<file path="src/rtl/user_stream_rr_arbiter.sv">
`default_nettype none
// ============================================================================
// Module      : user_stream_rr_arbiter
// Description : Packet-granular round-robin merge of two AXI4SR streams into
//               one; output tid carries the source index in its MSB.
// Revision    : 1.0
// ============================================================================
module user_stream_rr_arbiter #(
  parameter int DATA_BITS = 512,
  parameter int TID_BITS  = 6,
  parameter int CNT_BITS  = 32
) (
  input  logic                    aclk,
  input  logic                    aresetn,
  input  logic                    s0_tvalid,
  output logic                    s0_tready,
  input  logic [DATA_BITS-1:0]    s0_tdata,
  input  logic [DATA_BITS/8-1:0]  s0_tkeep,
  input  logic                    s0_tlast,
  input  logic [TID_BITS-1:0]     s0_tid,
  input  logic                    s1_tvalid,
  output logic                    s1_tready,
  input  logic [DATA_BITS-1:0]    s1_tdata,
  input  logic [DATA_BITS/8-1:0]  s1_tkeep,
  input  logic                    s1_tlast,
  input  logic [TID_BITS-1:0]     s1_tid,
  output logic                    m_tvalid,
  input  logic                    m_tready,
  output logic [DATA_BITS-1:0]    m_tdata,
  output logic [DATA_BITS/8-1:0]  m_tkeep,
  output logic                    m_tlast,
  output logic [TID_BITS:0]       m_tid,
  input  logic [1:0]              en_mask,
  output logic                    busy,
  output logic [CNT_BITS-1:0]     pkt_cnt_0,
  output logic [CNT_BITS-1:0]     pkt_cnt_1
);

  localparam logic [CNT_BITS-1:0] c_cnt_one = CNT_BITS'(1);

  typedef enum logic [1:0] {
    ST_IDLE  = 2'd0,
    ST_LOCK0 = 2'd1,
    ST_LOCK1 = 2'd2
  } state_t;

  state_t r_state;
  state_t w_state_nxt;
  logic   r_rr_ptr;
  logic   w_rr_ptr_nxt;
  logic [1:0] w_req;
  logic   w_out_free;
  logic   w_acc0;
  logic   w_acc1;
  logic   w_end0;
  logic   w_end1;

  // en_mask only matters here; a locked packet ignores it until tlast
  assign w_req      = {s1_tvalid & en_mask[1], s0_tvalid & en_mask[0]};
  assign w_out_free = !m_tvalid | m_tready;
  assign s0_tready  = (r_state == ST_LOCK0) & w_out_free;
  assign s1_tready  = (r_state == ST_LOCK1) & w_out_free;
  assign w_acc0     = s0_tvalid & s0_tready;
  assign w_acc1     = s1_tvalid & s1_tready;
  assign w_end0     = w_acc0 & s0_tlast;
  assign w_end1     = w_acc1 & s1_tlast;
  assign busy       = (r_state != ST_IDLE);

  always_comb begin
    w_state_nxt  = r_state;
    w_rr_ptr_nxt = r_rr_ptr;
    case (r_state)
      ST_IDLE: begin
        case (w_req)
          2'b01:   w_state_nxt = ST_LOCK0;
          2'b10:   w_state_nxt = ST_LOCK1;
          2'b11:   w_state_nxt = r_rr_ptr ? ST_LOCK1 : ST_LOCK0;
          default: w_state_nxt = ST_IDLE;
        endcase
      end
      ST_LOCK0: begin
        if (w_end0) begin
          w_state_nxt  = ST_IDLE;
          w_rr_ptr_nxt = 1'b1;
        end
      end
      ST_LOCK1: begin
        if (w_end1) begin
          w_state_nxt  = ST_IDLE;
          w_rr_ptr_nxt = 1'b0;
        end
      end
      default: w_state_nxt = ST_IDLE;
    endcase
  end

  always_ff @(posedge aclk or negedge aresetn) begin
    if (!aresetn) begin
      r_state  <= ST_IDLE;
      r_rr_ptr <= 1'b0;
    end else begin
      r_state  <= w_state_nxt;
      r_rr_ptr <= w_rr_ptr_nxt;
    end
  end

  // Output register: loads on acceptance, otherwise holds until drained
  always_ff @(posedge aclk or negedge aresetn) begin
    if (!aresetn) begin
      m_tvalid <= 1'b0;
      m_tdata  <= '0;
      m_tkeep  <= '0;
      m_tlast  <= 1'b0;
      m_tid    <= '0;
    end else if (w_acc1) begin
      m_tvalid <= 1'b1;
      m_tdata  <= s1_tdata;
      m_tkeep  <= s1_tkeep;
      m_tlast  <= s1_tlast;
      m_tid    <= {1'b1, s1_tid};
    end else if (w_acc0) begin
      m_tvalid <= 1'b1;
      m_tdata  <= s0_tdata;
      m_tkeep  <= s0_tkeep;
      m_tlast  <= s0_tlast;
      m_tid    <= {1'b0, s0_tid};
    end else if (m_tready) begin
      m_tvalid <= 1'b0;
    end
  end

  always_ff @(posedge aclk or negedge aresetn) begin
    if (!aresetn) begin
      pkt_cnt_0 <= '0;
      pkt_cnt_1 <= '0;
    end else begin
      if (w_end0) pkt_cnt_0 <= pkt_cnt_0 + c_cnt_one;
      if (w_end1) pkt_cnt_1 <= pkt_cnt_1 + c_cnt_one;
    end
  end

endmodule
`default_nettype wire
</file>
<file path="config.mk">
export PLATFORM = sky130hd
export DESIGN_NAME = user_stream_rr_arbiter
export DESIGN_NICKNAME = d
export VERILOG_FILES = /design/src/rtl/user_stream_rr_arbiter.sv
export SDC_FILE = /design/constraint.sdc
export NUM_CORES = 2
export LEC_CHECK = 0
export CAP_MARGIN = 20
export CORE_AREA = 2 2 719 721
export CTS_CLUSTER_SIZE = 16
export DETAILED_ROUTE_END_ITERATION = 16
export DIE_AREA = 0 0 721 723
export REMOVE_ABC_BUFFERS = 1
export SLEW_MARGIN = 20
export SYNTH_ARGS = -nofsm -noshare
export SYNTH_HDL_FRONTEND = slang
export SYNTH_SLANG_ARGS = --single-unit
</file>
<file path="constraint.sdc">
create_clock -name aclk -period 3.3 [get_ports aclk]
set_input_delay 0.99 -clock aclk [delete_from_list [all_inputs] [get_ports aclk]]
set_output_delay 0.99 -clock aclk [all_outputs]
set_load 0.005 [all_outputs]
</file>
Yosys cells after proc, flatten, opt, wreduce, memory -nomap -nowiden. Index checks and enable logic that the tools add are counted.

Flip-flop bits (word level): 652. Bits of input ports: 1173. Output and inout bits: 652. Word-level logic and storage cells: 54.

Add/sub/neg operators: 2. Eq/ne operators: 7. Multiplexer cells: 19. Bitwise gates (word level): 9. Reductions and logical operators: 8.

Operator list (count): 512-bit 2-to-1 mux (2); 64-bit 2-to-1 mux (2); 32-bit by 1-bit adder with 32-bit output, second input constant (2); 7-bit 2-to-1 mux (2); 2-bit case mux with 3 select lines (2); 1-bit AND (8); 1-bit 2-to-1 mux (7); 2-bit == test, second input constant (3); 2-bit 2-to-1 mux (3); 2-bit nonzero test (3); 2-bit by 1-bit == test with 1-bit output, second input constant (2); 2-bit != test, second input constant (2); 3-bit AND reduction (1); 3-bit nonzero test (1); 2-bit logical NOT (1); 1-bit case mux with 2 select lines (1); 2-bit AND reduction (1); 1-bit logical NOT (1); 1-bit OR (1).

Longest topological paths before layout.
Depth after elaboration: 7. Mapped depth: 9.

Worst setup path before layout. Ideal clock, no wire load.

Kind: input to output. Start: input port m_tready. End: output port s0_tready. Arrival time: 1.432 ns. Path slack: 0.878 ns. Stages on the path: 2. Path buffers: 0. Path through: or2b_1 and3_1.

Longest elaborated chain between the ends: 2.

RTL lines: start: declaration (line 28) `input logic m_tready,`; 1-bit OR (line 60) `assign w_out_free = !m_tvalid | m_tready;`; 1-bit AND (line 61) `assign s0_tready = (r_state == ST_LOCK0) & w_out_free;`; end: declaration (line 16) `output logic s0_tready,`.

No other way between the ends.

Worst setup path in the final report.
Start: register r_state[1]. End: output port s0_tready.

Longest elaborated chain between the ends: 2.

RTL lines: start: declaration (line 47) `state_t r_state;`; start signal: assignment (line 102) `r_state <= w_state_nxt;`; 2-bit by 1-bit == test with 1-bit output (line 61); 1-bit AND (line 61).

No other way between the ends.

==> impl_metrics.ini <==
[power_and_ir_drop]
p_switching_uw = 20100
p_leak_uw = 0.0222
vdd_drop_max_v = 0.000427
sw_frac_of_total_pct = 41.1
power.total_uw = 49000
combPwrFrac_pct = 48.9
power.share.clock_pct = 22.1
powerDensity_nw_per_um2 = 812
power_frac_seq_pct = 29.1
intPower_uw = 28900

[synth]
syn_area_per_cell_um2 = 8.39
synth_common_cells = 1199 x nand2_1, 652 x dfrtp_1, 603 x nor2_1, 582 x a31oi_1, 132 x clkbuf_1
ys.flop_type = dfrtp_1
synth_edf_count = 0
syn_inst = 3469
synth_seq_cells = 652
synth_top_area_share_pct = 56.1
syn-cell-area_um2 = 29100
async_reset_ff_share_pct = 100
yosysSeqAreaShare_pct = 56.1
synth_cell_types = 35
yosys.cell_count.top_type = nand2_1
synth_area_leaders = dfrtp_1 56%, nand2_1 15%, a31oi_1 13%
yosysTopAreaCell = dfrtp_1
yosysWarnings = 0

[sta]
period_needed_ps = 3190
setup_viol = 0
slew_violations = 0
rsz0062_at_grt = no
finClkSkew_ps = 47.1
fmaxAchievable_mhz = 313
final_hold_viol_count = 0
slew_headroom_pct = 48.6
hold_ws_ps = 483
worst_pin_slew_ps = 774
fin_crit_sh_pct = 96.8

[worst_setup_path]
end_kind = output port
criticalPathCategory = register to output port
reg2reg_to = pkt_cnt_0[28]
worstReg2RegStart = r_state[0]
cp-start-kind = register
reg2reg_depth = 6
crit_path_end = s0_tready
cp-startpoint = r_state[1]
reg2reg_setup_slack_ps = 910
critPathMaxFanout = 11
arrival_ps = 2200
critPathRequiredTime_ps = 2310

[floorplan]
io_pins = 1825
die_area_um2 = 521000
coreArea_um2 = 515000
start_util_pct = 5.65
die_h_um = 723
rows = 264
die_w_um = 721

[detailed_routing]
initialDrtViolationCount = 3779
drtAntennaViolNets = 0
first_pass_iters = 5
vias = 36859
via_per_inst = 2.99
wl_per_cell_um = 32.1
wl_um = 396000
drc = 0

[layout]
final_util_pct = 11.7
fin_area_um2 = 60400
synthToLayoutAreaGrowth_pct = 108
drive_gt1_share_pct = 7.38
final_cells = 12334
final_nets = 6510

[global_routing]
antenna_found_initial = 485
overflow = 0
first_global_vias = 33631
grtUsageTotal_pct = 14.5
grt_max_degree = 76
grt_pass1_wl_um = 467000

[placed_design]
io_buffers = 1824
dp.cells = 12022
placed_cell_area_um2 = 56900
dp_hpwl_um = 358000
gp_congestion = 1.04

[cts]
post_cts_buffers = 0
cts_tree = yes
cts_buffers = 93
htree_levels = 3
cts.sinks = 652
path_clk_slew_ps = 60
cts_buffer_depth = 4
clock_latency_ps = 830
root_buffer = clkbuf_16

[run_status]
status = complete, no violations

[flow_run]
cap_violations = 0

[hold_path]
worstHoldPathType = register to register
-- timing repair --
action	in CTS	in global routing
hold endpoints to repair	9	0
hold buffers	1	0
endpoints found under the setup margin	17	0
gates resized for setup	21	0
-- cells in the final DEF, fill, tap and decap left out, types with 2 or more instances in the layout --
cell type        instances
a21oi_1                  6
a31oi_1                582
and3_1                   7
and3_4                   2
and4_1                   4
buf_12                  54
buf_4                  185
bufinv_16                7
clkbuf_1                20
clkbuf_16               94
clkbuf_8                20
clkdlybuf4s50_1       1778
clkinv_2                 6
clkinv_4                 4
clkinvlp_4               6
dfrtp_1                651
diode_2                146
dlygate4sd2_1           16
ha_1                     2
inv_1                    6
inv_16                   2
inv_6                    5
nand2_1               1199
nand3_1                 24
nand4_1                 20
nor2_1                 603
nor3_1                  14
nor4_1                   3
nor4_4                   2
xnor2_1                 41
xor2_1                  21
-- worst min path at each step --
stage,cells after the start,end,startpoint
2_1_floorplan,1,pkt_cnt_1[31],pkt_cnt_1[31]
3_3_place_gp,1,pkt_cnt_1[31],pkt_cnt_1[31]
3_5_place_dp,1,pkt_cnt_1[31],pkt_cnt_1[31]
4_1_cts,1,pkt_cnt_1[31],pkt_cnt_1[31]
5_1_grt,1,pkt_cnt_1[31],pkt_cnt_1[31]
6_report,1,pkt_cnt_1[31],pkt_cnt_1[31]
-- stage by stage --
| step | setup TNS [ps] | setup slack [ps] |
|---|---|---|
| floorplan | - | -22740 |
| global placement | -3780 | -229 |
| detailed placement | -4910 | -240 |
| CTS | 0 | 1.87 |
| global route | 0 | 18.7 |
| finish | 0 | 107 |
-- routing by layer --
layer	vias up	part of all wire [%]	global-route usage (%)
li1	15525	-	-
met1	17429	35	15.7
met2	2585	42	22.0
met3	1000	17	10.6
met4	320	4.4	4.67
met5	-	0.57	0
-- worst max-delay path, stage by stage (launching register included) --
cell and delay [ps]:
dfrtp_2 500, inv_4 130, and3_4 210, clkdlybuf4s50_1 510
-- flip-flops by register name, indices dropped and copies added (netlist names) --
name and count:
m_tdata 512, m_tkeep 64, pkt_cnt_0 32, pkt_cnt_1 32, m_tid 7, r_state 2
m_tlast 1, m_tvalid 1, r_rr_ptr 1
-- logic make-up (layout without fill, tap and decap cells) --
| family | after synthesis | count (layout) | share of synthesized area [%] |
|---|---|---|---|
| adder cells (fa/ha/maj) | 2 | 2 | 0.0860 |
| AND/OR/NAND/NOR | 1890 | 1890 | 25.2 |
| AO/OA/AOI/OAI | 592 | 592 | 12.7 |
| buffers and inverters | 271 | 2207 | 4.04 |
| other | 0 | 146 | 0 |
| flip-flops | 652 | 652 | 56.1 |
| XOR/XNOR | 62 | 62 | 1.87 |
-- power by group through the flow --
| stage | combinational (µW) | clock, µW | sequential (µW) |
|---|---|---|---|
| final | 24000 | 10800 | 14200 |
| after global placement | 24500 | 0 | 14300 |
| after CTS | 24600 | 11300 | 14300 |
| after floorplan | 6220 | 0 | 12500 |
| after detailed placement | 24600 | 0 | 14400 |
| after global routing | 25900 | 11400 | 14700 |
-- cell type report --
cell class              count  area [µm²]
clock inverters            31         420
multi-input cells        2546       11600
diodes                    146         365
flip-flops and latches    652       16300
fillers                 59246      454000
clock buffers             134        2700
repair buffers           2035       20400
well taps                6783        8490
inverters                   7        28.8
Power figures use the tool's default switching activity.
